## config.mk

```make
export PLATFORM = sky130hd
export DESIGN_NAME = axilite_bresp_fifo
export DESIGN_NICKNAME = d
export VERILOG_FILES = /design/src/rtl/axilite_bresp_fifo.sv
export SDC_FILE = /design/constraint.sdc
export NUM_CORES = 1
export LEC_CHECK = 0
export CAP_MARGIN = 40
export CELL_PAD_IN_SITES_DETAIL_PLACEMENT = 2
export CELL_PAD_IN_SITES_GLOBAL_PLACEMENT = 2
export CORE_MARGIN = 2
export CORE_UTILIZATION = 36
export CTS_BUF_LIST = sky130_fd_sc_hd__clkbuf_16
export CTS_CLUSTER_DIAMETER = 100
export DETAILED_ROUTE_END_ITERATION = 7
export PLACE_DENSITY_LB_ADDON = 0.1
export SYNTH_ARGS = -nofsm -noshare
export SYNTH_HDL_FRONTEND = slang
export SYNTH_SLANG_ARGS = --single-unit
```

## constraint.sdc

```tcl
create_clock -name clk -period 6.6 [get_ports clk]
set_clock_uncertainty 0.2 [all_clocks]
set_input_delay 1.32 -clock clk [delete_from_list [all_inputs] [get_ports clk]]
set_output_delay 1.32 -clock clk [all_outputs]
set_load 0.1 [all_outputs]
```

## src/rtl/axilite_bresp_fifo.sv

```systemverilog
// AXI-Lite B-channel response queue with sticky error monitor.
// Responses leave in acceptance order; no bypass from push to bresp.
module axilite_bresp_fifo #(
  parameter int DEPTH = 4,
  parameter int CNT_W = $clog2(DEPTH + 1)
) (
  input  logic             clk,
  input  logic             rst,
  input  logic [1:0]       resp,
  input  logic             resp_valid,
  output logic             resp_ready,
  input  logic             bready,
  output logic             bvalid,
  output logic [1:0]       bresp,
  output logic [CNT_W-1:0] count,
  output logic             err_sticky,
  input  logic             err_clear
);

  localparam int PTR_W = $clog2(DEPTH);

  logic [1:0]       mem [DEPTH];
  logic [PTR_W-1:0] wptr;
  logic [PTR_W-1:0] rptr;
  logic             push;
  logic             pop;

  assign resp_ready = (count != CNT_W'(DEPTH));
  assign bvalid     = (count != '0);
  assign push       = resp_valid && resp_ready;
  assign pop        = bvalid && bready;
  assign bresp      = bvalid ? mem[rptr] : 2'b00;

  // Storage needs no reset; empty gating hides stale contents.
  always_ff @(posedge clk) begin
    if (push) begin
      mem[wptr] <= resp;
    end
  end

  always_ff @(posedge clk or posedge rst) begin
    if (rst) begin
      wptr <= '0;
      rptr <= '0;
      count <= '0;
    end else begin
      if (push) begin
        wptr <= wptr + PTR_W'(1);
      end
      if (pop) begin
        rptr <= rptr + PTR_W'(1);
      end
      unique case ({push, pop})
        2'b10:   count <= count + CNT_W'(1);
        2'b01:   count <= count - CNT_W'(1);
        default: count <= count;
      endcase
    end
  end

  // Set has priority over clear.
  always_ff @(posedge clk or posedge rst) begin
    if (rst) begin
      err_sticky <= 1'b0;
    end else if (push && resp[1]) begin
      err_sticky <= 1'b1;
    end else if (err_clear) begin
      err_sticky <= 1'b0;
    end
  end

endmodule

```

==> results.md, run 1 <==
| Stage | Parameter | Reported |
| --- | --- | --- |
| grt | Initial antenna violation count | 0 |
| detailed routing | Vias per Instance | 4.63 |
| synthesis | Fraction of post-synthesis cell area in the top cell type by area | 31.2% |
| synthesis | Number of cells produced by synthesis | 53 |
| sta | Worst setup slack after layout | 3.01 ns |
| sta | Worst-Margin Slew | 0.331 ns |
| detailed routing | Met3 wire length | 52 um |
| detailed routing | M1 wire length | 737 um |
| min path | Hold Path Depth | 1 |
| final layout | P&R area growth vs syn | 48.4% |
| place | Count of buffers inserted at the top-level ports | 14 |
| sta | Total of endpoints with negative setup slack in the final report | 0 |
| sta | Fmax | 279 MHz |
| synthesis | Proportion of synthesized chip area in sequential cells | 57.1% |
| synthesis | Ys Warns | 0 |
| clock tree | Clock latency at the later pin of the worst-skew pair | 0.24 ns |
| sta | Final worst path period share | 54.4% |
| clock tree | Total clock buffers created by CTS | 3 |
| floorplan | DIE HEIGHT | 50.3 um |
| grt | Global-route wire length before repair | 2970 um |
| floorplan | Die footprint | 0.00253 sq mm |
| worst setup path | Worst reg-to-reg path cell count | 9 |
| floorplan | Overall die width | 50.3 um |
| place | Final Wtd Congestion | 0.682 |
| worst setup path | Category of the worst setup path capture point | output port |
| synthesis | Avg Cell Area, Syn | 14.5 sq um |
| synthesis | Proportion of synthesized flip-flops having asynchronous set or reset | 50.0% |
| synthesis | Netlist area before placement | 771 sq um |
| detailed routing | Wire length on met2 | 1020 um |
| sta | Unrepaired setup endpoints after global routing | no |
| final layout | Post-layout net count | 93 |
| clock tree | Cts repair resizes | 0 |
| clock tree | Maximum root-to-sink buffer count | 2 |
| grt | Global route total overflow | 0 |
| detailed routing | Drt wl/cell | 17.1 um |
| worst setup path | Max Fanout on Critical Path | 4 |
| floorplan | Floorplan core area | 0.00198 sq mm |
| sta | Slew margin rel. | 77.9% |
| worst setup path | CP required | 5.08 ns |
| synthesis | Net count after synthesis | 66 |
| clock tree | CTS clk-pin slew, worst paths | 0.05 ns |
| clock tree | CTS H-tree depth | 1 |
| detailed routing | First-pass detailed-route iteration total | 2 |
| synthesis | Biggest area contributors in the synthesized netlist | edfxtp_1 31%, dfrtp_1 26%, ha_1 8.1% |
| detailed routing | Highest layer used for signal routing | met4 |
| synthesis | Number of distinct library cells after synthesis | 18 |
| final layout | Layout cell share with drive strength beyond 1 | 27.8% |
| place | Post-place setup slack | 3.16 ns |
| worst setup path | Arrival time worst endpoint | 2.07 ns |
| floorplan | Total number of placement rows | 16 |
| detailed routing | Total wire length after detailed routing | 1820 um |
| detailed routing | DRC violation count after routing | 0 |
| sta | Total negative setup slack | 0 ns |
| grt | Pin count of the biggest net entering global routing | 10 |
| flow run | Count of max-cap constraint violations | 0 |
| synthesis | Most frequent cells after synthesis | 8 x dfrtp_1, 8 x edfxtp_1, 8 x inv_1, 5 x ha_1, 4 x and3_2 |
| clock tree | Clock Tree Root | clkbuf_16 |
| grt | Overall fraction of global-route tracks in use | 16.9% |
| synthesis | Yosys top cell by area | edfxtp_1 |
| clock tree | TritonCTS clock tree | done |
| worst setup path | Setup Crit Path Kind | flip-flop to output port |
| outcome | Outcome | complete, no violations |
| grt | Number of global-route vias before repair | 570 |
| sta | Number of slew-limit violations in the final report | 0 |
| min path | Type of the tightest min-delay check | flip-flop to flip-flop |
| synthesis | EDFF count, synth | 8 |
| synthesis | Most instantiated flip-flop cell in the synthesis netlist | edfxtp_1 |
| sta | Final critical-path required period | 3.59 ns |
| final layout | Final cell utilization of the core | 57.7% |
| sta | Final Hold Violating Endpoints | 0 |
| floorplan | Starting density of the core | 38.9% |
| place | DP Wirelength | 1430 um |
| place | Count of placed standard cells including taps | 102 |
| final layout | Ant. Diodes | 0 |
| clock tree | Count of buffers added by post-CTS timing repair for setup | 0 |
| floorplan | Ports placed on the boundary | 15 |
| detailed routing | Routed via count | 491 |
| detailed routing | Remaining antenna violation count | 0 |
| clock tree | Hold-fix buffer count after cts | 0 |
| worst setup path | Critical Path Start Type | flip-flop |
| detailed routing | Number of design-rule violations left by the first detailed-router iteration | 6 |
| synthesis | Count of state elements after synthesis | 16 |
| clock tree | TritonCTS Sinks | 16 |
| final layout | Finished Layout Cells | 106 |
[through the flow]
step / hold slack [ns] / instance area (sq um)
2_1_floorplan: 0.281 / 771
3_3_place_gp: 0.288 / 945
3_5_place_dp: 0.303 / 1060
4_1_cts: 0.315 / 1140
5_1_grt: 0.331 / 1140
6_report: 0.314 / 1140
[per-layer routing]
layer,vias to the layer above,track usage [%]
li1,232,-
met1,249,20.0
met2,8,29.4
met3,2,5.36
met4,0,4.17
met5,-,0
[logic make-up after synthesis]
logic type / Yosys count / share of synthesized area, %
simple gates: 12 / 11.0
compound gates: 1 / 1.30
mux: 4 / 9.09
fa+ha+maj: 6 / 10.7
flops: 16 / 57.1
buf+inv: 8 / 3.90
xor+xnor: 6 / 6.82
[layout make-up]
type	count	area [sq um]
Clock buffer	3	75.1
Sequential cell	16	440
Timing Repair Buffer	22	260
Inverter	8	30.0
Clock inverter	1	3.75
Fill cell	179	838
Tap cell	27	33.8
Multi-Input combinational cell	29	300
[worst paths after layout]
kind	startpoint	end	slack, ns
worst min register to register	err_sticky	err_sticky	0.31
worst max-delay path	rptr[0]	bresp[1]	3.01
worst max register to register	count[0]	count[2]	4.09
min in group asynchronous	rst	rptr[1]	1.14
worst min-delay path	err_sticky	err_sticky	0.31
max in group asynchronous	rst	wptr[1]	4.81
[critical path, cell delays in order (launching register included)]
cell and delay (ns):
dfrtp_1 0.45, mux4_2 0.54, and2_1 0.19, clkdlybuf4s50_1 0.45, buf_8 0.18
[state kept, by name, summed over array words and instances (netlist names)]
| register | cells |
|---|---|
| wptr | 2 |
| err_sticky | 1 |
| rptr | 2 |
| count | 3 |
| mem | 8 |
[layout by cell type, fill, tap and decap left out, drive strengths merged]
master / n
a22o: 1
and2: 4
and3: 4
buf: 8
clkbuf: 3
clkdlybuf4s50: 14
dfrtp: 8
edfxtp: 8
fa: 1
ha: 5
inv: 9
mux2: 1
mux2i: 1
mux4: 2
nand3: 1
nor2: 1
or3: 1
or3b: 1
xnor2: 3
xor2: 3
Power of run 1 is not shown: default switching activity piles up to over one toggle a cycle in this logic, so the estimate is an artifact.
==> run 2: changes to the inputs <==
--- a/config.mk
+++ b/config.mk
@@ -9,7 +9,7 @@
 export CELL_PAD_IN_SITES_DETAIL_PLACEMENT = 2
 export CELL_PAD_IN_SITES_GLOBAL_PLACEMENT = 2
 export CORE_MARGIN = 2
-export CORE_UTILIZATION = 36
+export CORE_UTILIZATION = 30
 export CTS_BUF_LIST = sky130_fd_sc_hd__clkbuf_16
 export CTS_CLUSTER_DIAMETER = 100
 export DETAILED_ROUTE_END_ITERATION = 7
==> constraint.sdc (replaced) <==
create_clock -name clk -period 3.2 [get_ports clk]
set_clock_uncertainty 0.2 [all_clocks]
set_input_delay 0.64 -clock clk [delete_from_list [all_inputs] [get_ports clk]]
set_output_delay 0.64 -clock clk [all_outputs]
set_load 0.1 [all_outputs]
==> run 2 against run 1 <==
Net effect: via count shrank 5.9%; first-iteration DRC count down 83%; cell area down 12%; register-to-register slack got worse by 3.3 ns; global-route usage decreased by 5.6 points; hold slack improved by 0.0022 ns; clock-buffer cell count did not move; highest routed layer unchanged.
==> results.md, run 2 (synthesis results as in run 1) <==
| Stage | Parameter | Reported | Delta |
| --- | --- | --- | --- |
| worst setup path | CP Cell Sequence | mux4_2 > and2_2 > buf_4 |  |
| clock tree | Hold-fix buffer count after cts | 0 | unchanged |
| sta | Fmax | 402 MHz |  |
| clock tree | Cts repair resizes | 0 | unchanged |
| sta | Number of slew-limit violations in the final report | 0 | unchanged |
| grt | Number of global-route vias before repair | 472 | -17% |
| clock tree | CTS clk-pin slew, worst paths | 0.05 ns | about the same |
| floorplan | DIE HEIGHT | 54.7 um | +8.8% |
| final layout | Finished Layout Cells | 101 | -4.7% |
| sta | Unrepaired setup endpoints after global routing | no |  |
| floorplan | Ports placed on the boundary | 15 | unchanged |
| clock tree | CTS H-tree depth | 1 | unchanged |
| place | DP Wirelength | 1130 um | -21% |
| worst setup path | Setup Crit Path Kind | flip-flop to output port |  |
| place | Count of buffers inserted at the top-level ports | 14 | unchanged |
| worst setup path | Arrival time worst endpoint | 1.65 ns | -0.42 ns |
| final layout | Most flop-heavy register | mem |  |
| final layout | Max FFs per register | 8 | unchanged |
| final layout | Layout cell share with drive strength beyond 1 | 33.8% | +6.0 points |
| grt | Global-route wire length before repair | 2200 um | -26% |
| floorplan | Overall die width | 54.7 um | +8.8% |
| clock tree | Clock Tree Root | clkbuf_16 |  |
| final layout | Most frequent standard cell in the layout excluding fill and tap cells | inv_1 |  |
| detailed routing | First-pass detailed-route iteration total | 2 | unchanged |
| detailed routing | Routed via count | 462 | -5.9% |
| clock tree | Count of buffers added by post-CTS timing repair for setup | 0 | unchanged |
| floorplan | Die footprint | 0.00299 sq mm | +18% |
| grt | Initial antenna violation count | 0 | unchanged |
| floorplan | Starting density of the core | 31.4% | -7.5 points |
| detailed routing | Remaining antenna violation count | 0 | unchanged |
| worst setup path | Worst-path cell with the longest stage delay | mux4_2 |  |
| grt | Global route total overflow | 0 | unchanged |
| clock tree | Maximum root-to-sink buffer count | 2 | unchanged |
| detailed routing | Drt wl/cell | 13.6 um | -21% |
| final layout | P&R area growth vs syn | 31.0% |  |
| worst setup path | Crit path largest cell delay | 0.53 ns | about the same |
| final layout | Filler cell count in the final layout | 244 | +36% |
| floorplan | Floorplan core area | 0.00245 sq mm | +24% |
| final layout | Post-layout net count | 85 | -8.6% |
| grt | Overall fraction of global-route tracks in use | 11.2% | -5.6 points |
| sta | Slew margin rel. | 78.3% | +0.37 points |
| grt | Pin count of the biggest net entering global routing | 10 | unchanged |
| place | Count of placed standard cells including taps | 97 | -4.9% |
| clock tree | TritonCTS Sinks | 16 | unchanged |
| clock tree | Clock latency at the later pin of the worst-skew pair | 0.24 ns | about the same |
| detailed routing | Number of design-rule violations left by the first detailed-router iteration | 1 | -5 |
| sta | Final critical-path required period | 2.49 ns |  |
| worst setup path | Max Fanout on Critical Path | 4 | unchanged |
| detailed routing | Vias per Instance | 4.57 | -1.2% |
| final layout | Largest registers | mem: 8 flops, count: 3 flops |  |
| clock tree | Total clock buffers created by CTS | 3 | unchanged |
| sta | Final worst path period share | 77.8% |  |
| sta | Final Hold Violating Endpoints | 0 | unchanged |
| sta | Total of endpoints with negative setup slack in the final report | 0 | unchanged |
| final layout | Ant. Diodes | 0 | unchanged |
| flow run | Count of max-cap constraint violations | 0 | unchanged |
| outcome | Outcome | complete, no violations |  |
| detailed routing | Total wire length after detailed routing | 1370 um | -24% |
| final layout | Most frequent cells in the layout | 9 x inv_1, 8 x dfrtp_1, 8 x edfxtp_1, 8 x buf_4, 6 x clkdlybuf4s50_1 |  |
| place | Final Wtd Congestion | 0.643 | -5.6% |
| worst setup path | Category of the worst setup path capture point | output port |  |
| worst setup path | CP required | 2.36 ns | -2.72 ns |
| floorplan | Total number of placement rows | 18 | +2 |
| sta | Total negative setup slack | 0 ns | unchanged |
| clock tree | TritonCTS clock tree | done |  |
| worst setup path | Critical Path Start Type | flip-flop |  |
| min path | Type of the tightest min-delay check | flip-flop to flip-flop |  |
| detailed routing | DRC violation count after routing | 0 | unchanged |
| sta | Worst-Margin Slew | 0.325 ns | -0.00551 ns |
## run 2: changes by cell type in the layout (fill, tap and decap cells not counted), sizes merged
cell           change
clkdlybuf4s50      -8
## run 2: final timing paths
kind | startpoint | endpoint | slack (ns) | depth (start not counted)
max in group asynchronous | rst | count[2] | 2.10 | 2
min reg2reg | count[2] | count[2] | 0.32 | 1
min | count[2] | count[2] | 0.32 | 1
min in group asynchronous | rst | err_sticky | 0.46 | 2
max reg2reg | count[0] | count[2] | 0.79 | 9
max | rptr[0] | bresp[1] | 0.71 | 3
## run 2: cell type report
| class | instances | area, sq um | share of cell area [%] |
|---|---|---|---|
| clock inverters | 1 | 3.75 | 0.372 |
| repair buffers | 14 | 120 | 11.9 |
| inverters | 8 | 30.0 | 2.97 |
| flip-flops and latches | 16 | 440 | 43.6 |
| multi-input cells | 29 | 303 | 30.0 |
| clock buffers | 3 | 75.1 | 7.43 |
| well taps | 30 | 37.5 | 3.72 |
## run 2: metrics by stage
stage,area [sq um],hold slack [ns],setup slack [ns],util (%)
after floorplan,773,0.256,0.0799,-
after detailed placement,931,0.307,0.551,37.9
final,1010,0.316,0.710,41.1
after CTS,1010,0.318,0.691,41.1
after global placement,931,0.305,0.568,37.9
after global routing,1010,0.338,0.650,41.1
## run 2: metal layers
metal  global-route usage [%]  up-vias  share of wire [%]
li1                         -      216                  -
met1                     13.8      235                 42
met2                     17.3        9                 53
met3                     2.73        2                3.6
met4                     7.50        0                1.5
met5                        0        -                  0
## run 2: worst max-delay path, delay by kind of cell, from the launching register on
family / cells / cell delay [ns]
buf+inv: 1 / 0.23
mux: 1 / 0.53
flops: 1 / 0.45
simple gates: 1 / 0.20
Power of run 2 is left out for the same reason.
==> run 3: changes to the inputs <==
--- a/config.mk
+++ b/config.mk
@@ -9,7 +9,7 @@
 export CELL_PAD_IN_SITES_DETAIL_PLACEMENT = 2
 export CELL_PAD_IN_SITES_GLOBAL_PLACEMENT = 2
 export CORE_MARGIN = 2
-export CORE_UTILIZATION = 30
+export CORE_UTILIZATION = 34
 export CTS_BUF_LIST = sky130_fd_sc_hd__clkbuf_16
 export CTS_CLUSTER_DIAMETER = 100
 export DETAILED_ROUTE_END_ITERATION = 7
==> constraint.sdc (replaced) <==
create_clock -name clk -period 2.3 [get_ports clk]
set_clock_uncertainty 0.2 [all_clocks]
set_input_delay 0.46 -clock clk [delete_from_list [all_inputs] [get_ports clk]]
set_output_delay 0.46 -clock clk [all_outputs]
set_load 0.1 [all_outputs]
==> run 3 against run 2 <==
Net effect: the run now ends with negative setup slack left; clock-buffer cell count unchanged; hold slack got worse by 0.047 ns; sequential share of layout area decreased by 4.2 points; sequential cell count unchanged; critical path depth is 6 higher; first-iteration DRC count grew to 4.0 times the previous value; cell count is 4.0% higher; global-route usage rose by 5.3 points; cell area is 13% higher; utilization up 11 points; via count is 3.0% higher; register-to-register slack worse by 0.81 ns; largest cell class unchanged; highest routed layer is now met3.
==> results.md, run 3 (synthesis results as in run 1) <==
| Stage | Parameter | Reported | Delta |
| --- | --- | --- | --- |
| outcome | Outcome | complete, but fails checks |  |
| outcome | Failing checks | negative setup slack |  |
| detailed routing | First-pass detailed-route iteration total | 4 | +2 |
| final layout | Layout cell share with drive strength beyond 1 | 49.4% | +16 points |
| min path | Type of the tightest min-delay check | input port to asynchronous set/reset pin |  |
| worst setup path | Arrival time worst endpoint | 2.29 ns | +0.64 ns |
| sta | Number of slew-limit violations in the final report | 0 | unchanged |
| grt | Initial antenna violation count | 0 | unchanged |
| flow run | Count of max-cap constraint violations | 0 | unchanged |
| detailed routing | Met3 wire length | 71 um | +42% |
| sta | Worst-Margin Slew | 0.326 ns | +0.000632 ns |
| sta | Unrepaired setup endpoints after global routing | yes |  |
| worst setup path | End of the worst register-to-register path | count[2] |  |
| clock tree | Clock Tree Root | clkbuf_16 |  |
| worst setup path | CP Cell Sequence | or3b_4 > and2_4 > inv_2 > ha_4 > inv_2 > fa_2 > xor2_1 > nor2_1 > xor2_1 |  |
| final layout | Post-layout net count | 91 | +7.1% |
| final layout | Most frequent cells in the layout | 9 x buf_4, 8 x edfxtp_1, 7 x inv_1 |  |
| detailed routing | Drt wl/cell | 16.9 um | +24% |
| sta | Final Hold Violating Endpoints | 0 | unchanged |
| worst setup path | Critical Path Start Type | flip-flop |  |
| clock tree | CTS H-tree depth | 1 | unchanged |
| final layout | Most flop-heavy register | mem |  |
| final layout | Ant. Diodes | 0 | unchanged |
| detailed routing | Total wire length after detailed routing | 1770 um | +29% |
| sta | Slew margin rel. | 78.3% | about the same |
| worst setup path | CP required | 2.26 ns | -0.10 ns |
| grt | Overall fraction of global-route tracks in use | 16.5% | +5.3 points |
| floorplan | Total number of placement rows | 17 | -1 |
| detailed routing | Routed via count | 476 | +3.0% |
| clock tree | TritonCTS Sinks | 16 | unchanged |
| place | Post-place setup slack | -0.188 ns | -0.739 ns |
| worst setup path | Setup Crit Path Kind | flip-flop to flip-flop |  |
| worst setup path | Max Fanout on Critical Path | 2 | -2 |
| sta | Total of endpoints with negative setup slack in the final report | 2 | +2 |
| detailed routing | Wire length on met2 | 1020 um | +40% |
| place | DP Wirelength | 1450 um | +28% |
| detailed routing | M1 wire length | 684 um | +19% |
| detailed routing | Vias per Instance | 4.53 | -0.89% |
| worst setup path | Reg2reg setup slack | -0.02 ns | -0.81 ns |
| sta | Worst setup slack after layout | -0.0217 ns | -0.732 ns |
| final layout | P&R area growth vs syn | 47.7% |  |
| clock tree | Clock latency at the later pin of the worst-skew pair | 0.25 ns | about the same |
| grt | Global route total overflow | 0 | unchanged |
| worst setup path | Category of the worst setup path capture point | flip-flop |  |
| clock tree | TritonCTS clock tree | done |  |
| sta | Total negative setup slack | -0.0284 ns | -0.0284 ns |
| floorplan | DIE HEIGHT | 51.6 um | -5.6% |
| floorplan | Ports placed on the boundary | 15 | unchanged |
| worst setup path | Worst reg-to-reg path cell count | 9 | unchanged |
| clock tree | Maximum root-to-sink buffer count | 2 | unchanged |
| place | Count of buffers inserted at the top-level ports | 14 | unchanged |
| grt | Pin count of the biggest net entering global routing | 10 | unchanged |
| sta | Final critical-path required period | 2.32 ns |  |
| detailed routing | Remaining antenna violation count | 0 | unchanged |
| floorplan | Overall die width | 51.6 um | -5.6% |
| final layout | Most frequent standard cell in the layout excluding fill and tap cells | buf_4 |  |
| floorplan | Floorplan core area | 0.00217 sq mm | -12% |
| clock tree | Count of buffers added by post-CTS timing repair for setup | 0 | unchanged |
| sta | Fmax | 431 MHz |  |
| detailed routing | DRC violation count after routing | 0 | unchanged |
| place | Final Wtd Congestion | 0.732 | +14% |
| grt | Global-route wire length before repair | 2930 um | +33% |
| floorplan | Starting density of the core | 35.5% | +4.1 points |
| worst setup path | Crit path largest cell delay | 0.46 ns | -0.07 ns |
| clock tree | CTS clk-pin slew, worst paths | 0.05 ns | about the same |
| sta | Final worst path period share | 101% |  |
| final layout | Max FFs per register | 8 | unchanged |
| clock tree | Total clock buffers created by CTS | 3 | unchanged |
| grt | Number of global-route vias before repair | 574 | +22% |
| detailed routing | Number of design-rule violations left by the first detailed-router iteration | 4 | +3 |
| floorplan | Die footprint | 0.00266 sq mm | -11% |
| final layout | Largest registers | mem: 8 flops, count: 3 flops |  |
| worst setup path | Worst-path cell with the longest stage delay | dfrtp_4 |  |
| worst setup path | Worst r2r src | count[0] |  |
| detailed routing | Highest layer used for signal routing | met3 |  |
| final layout | Filler cell count in the final layout | 207 | -15% |
==> run 3: how the worst max path moves through the flow <==
stage,to,slack (ns),start,cells after the start
finish,count[2],-0.02,count[0],9
global route,count[2],-0.14,count[0],9
CTS,count[2],-0.05,count[0],9
detailed placement,count[2],-0.19,bready,8
global placement,count[2],-0.11,bready,8
floorplan,count[2],-0.41,count[0],9
==> run 3: repair_timing <==
action / 4_1_cts / 5_1_grt
endpoints found under the setup margin: 3 / 3
resized for setup: 3 / 0
pin swaps: 6 / 0
hold buffers: 0 / 0
==> run 3: final cells by class <==
type / count / area (sq um) / share of cell area [%]
sequential: 16 / 449 / 39.5
multi-input combinational: 29 / 327 / 28.7
timing repair buffer: 20 / 219 / 19.2
clock buffer: 3 / 75.1 / 6.59
tap: 28 / 35.0 / 3.08
inverter: 8 / 30.0 / 2.64
clock inverter: 1 / 3.75 / 0.330
==> run 3: layer usage <==
metal	track usage, %	vias to the layer above
met5	0	-
met2	29.5	8
met1	18.0	241
met3	6.90	0
li1	-	227
met4	3.95	0
==> run 3: per-stage QoR <==
step | instances | hold slack (ns) | cell area (sq um) | util [%]
after floorplan | 53 | 0.0756 | 803 | -
after global placement | 101 | 0.305 | 1050 | 48.6
after detailed placement | 101 | 0.312 | 1050 | 48.6
after CTS | 105 | 0.277 | 1140 | 52.5
after global routing | 105 | 0.302 | 1140 | 52.5
final | 105 | 0.269 | 1140 | 52.5
==> run 3: critical path: cells and delay by family, from the launching register on <==
family / cells / cell delay, ns
AND/OR/NAND/NOR: 3 / 0.69
flip-flops: 1 / 0.46
adder cells (fa/ha/maj): 2 / 0.46
XOR/XNOR: 2 / 0.33
buffers and inverters: 2 / 0.10
Power of run 3 is left out for the same reason.
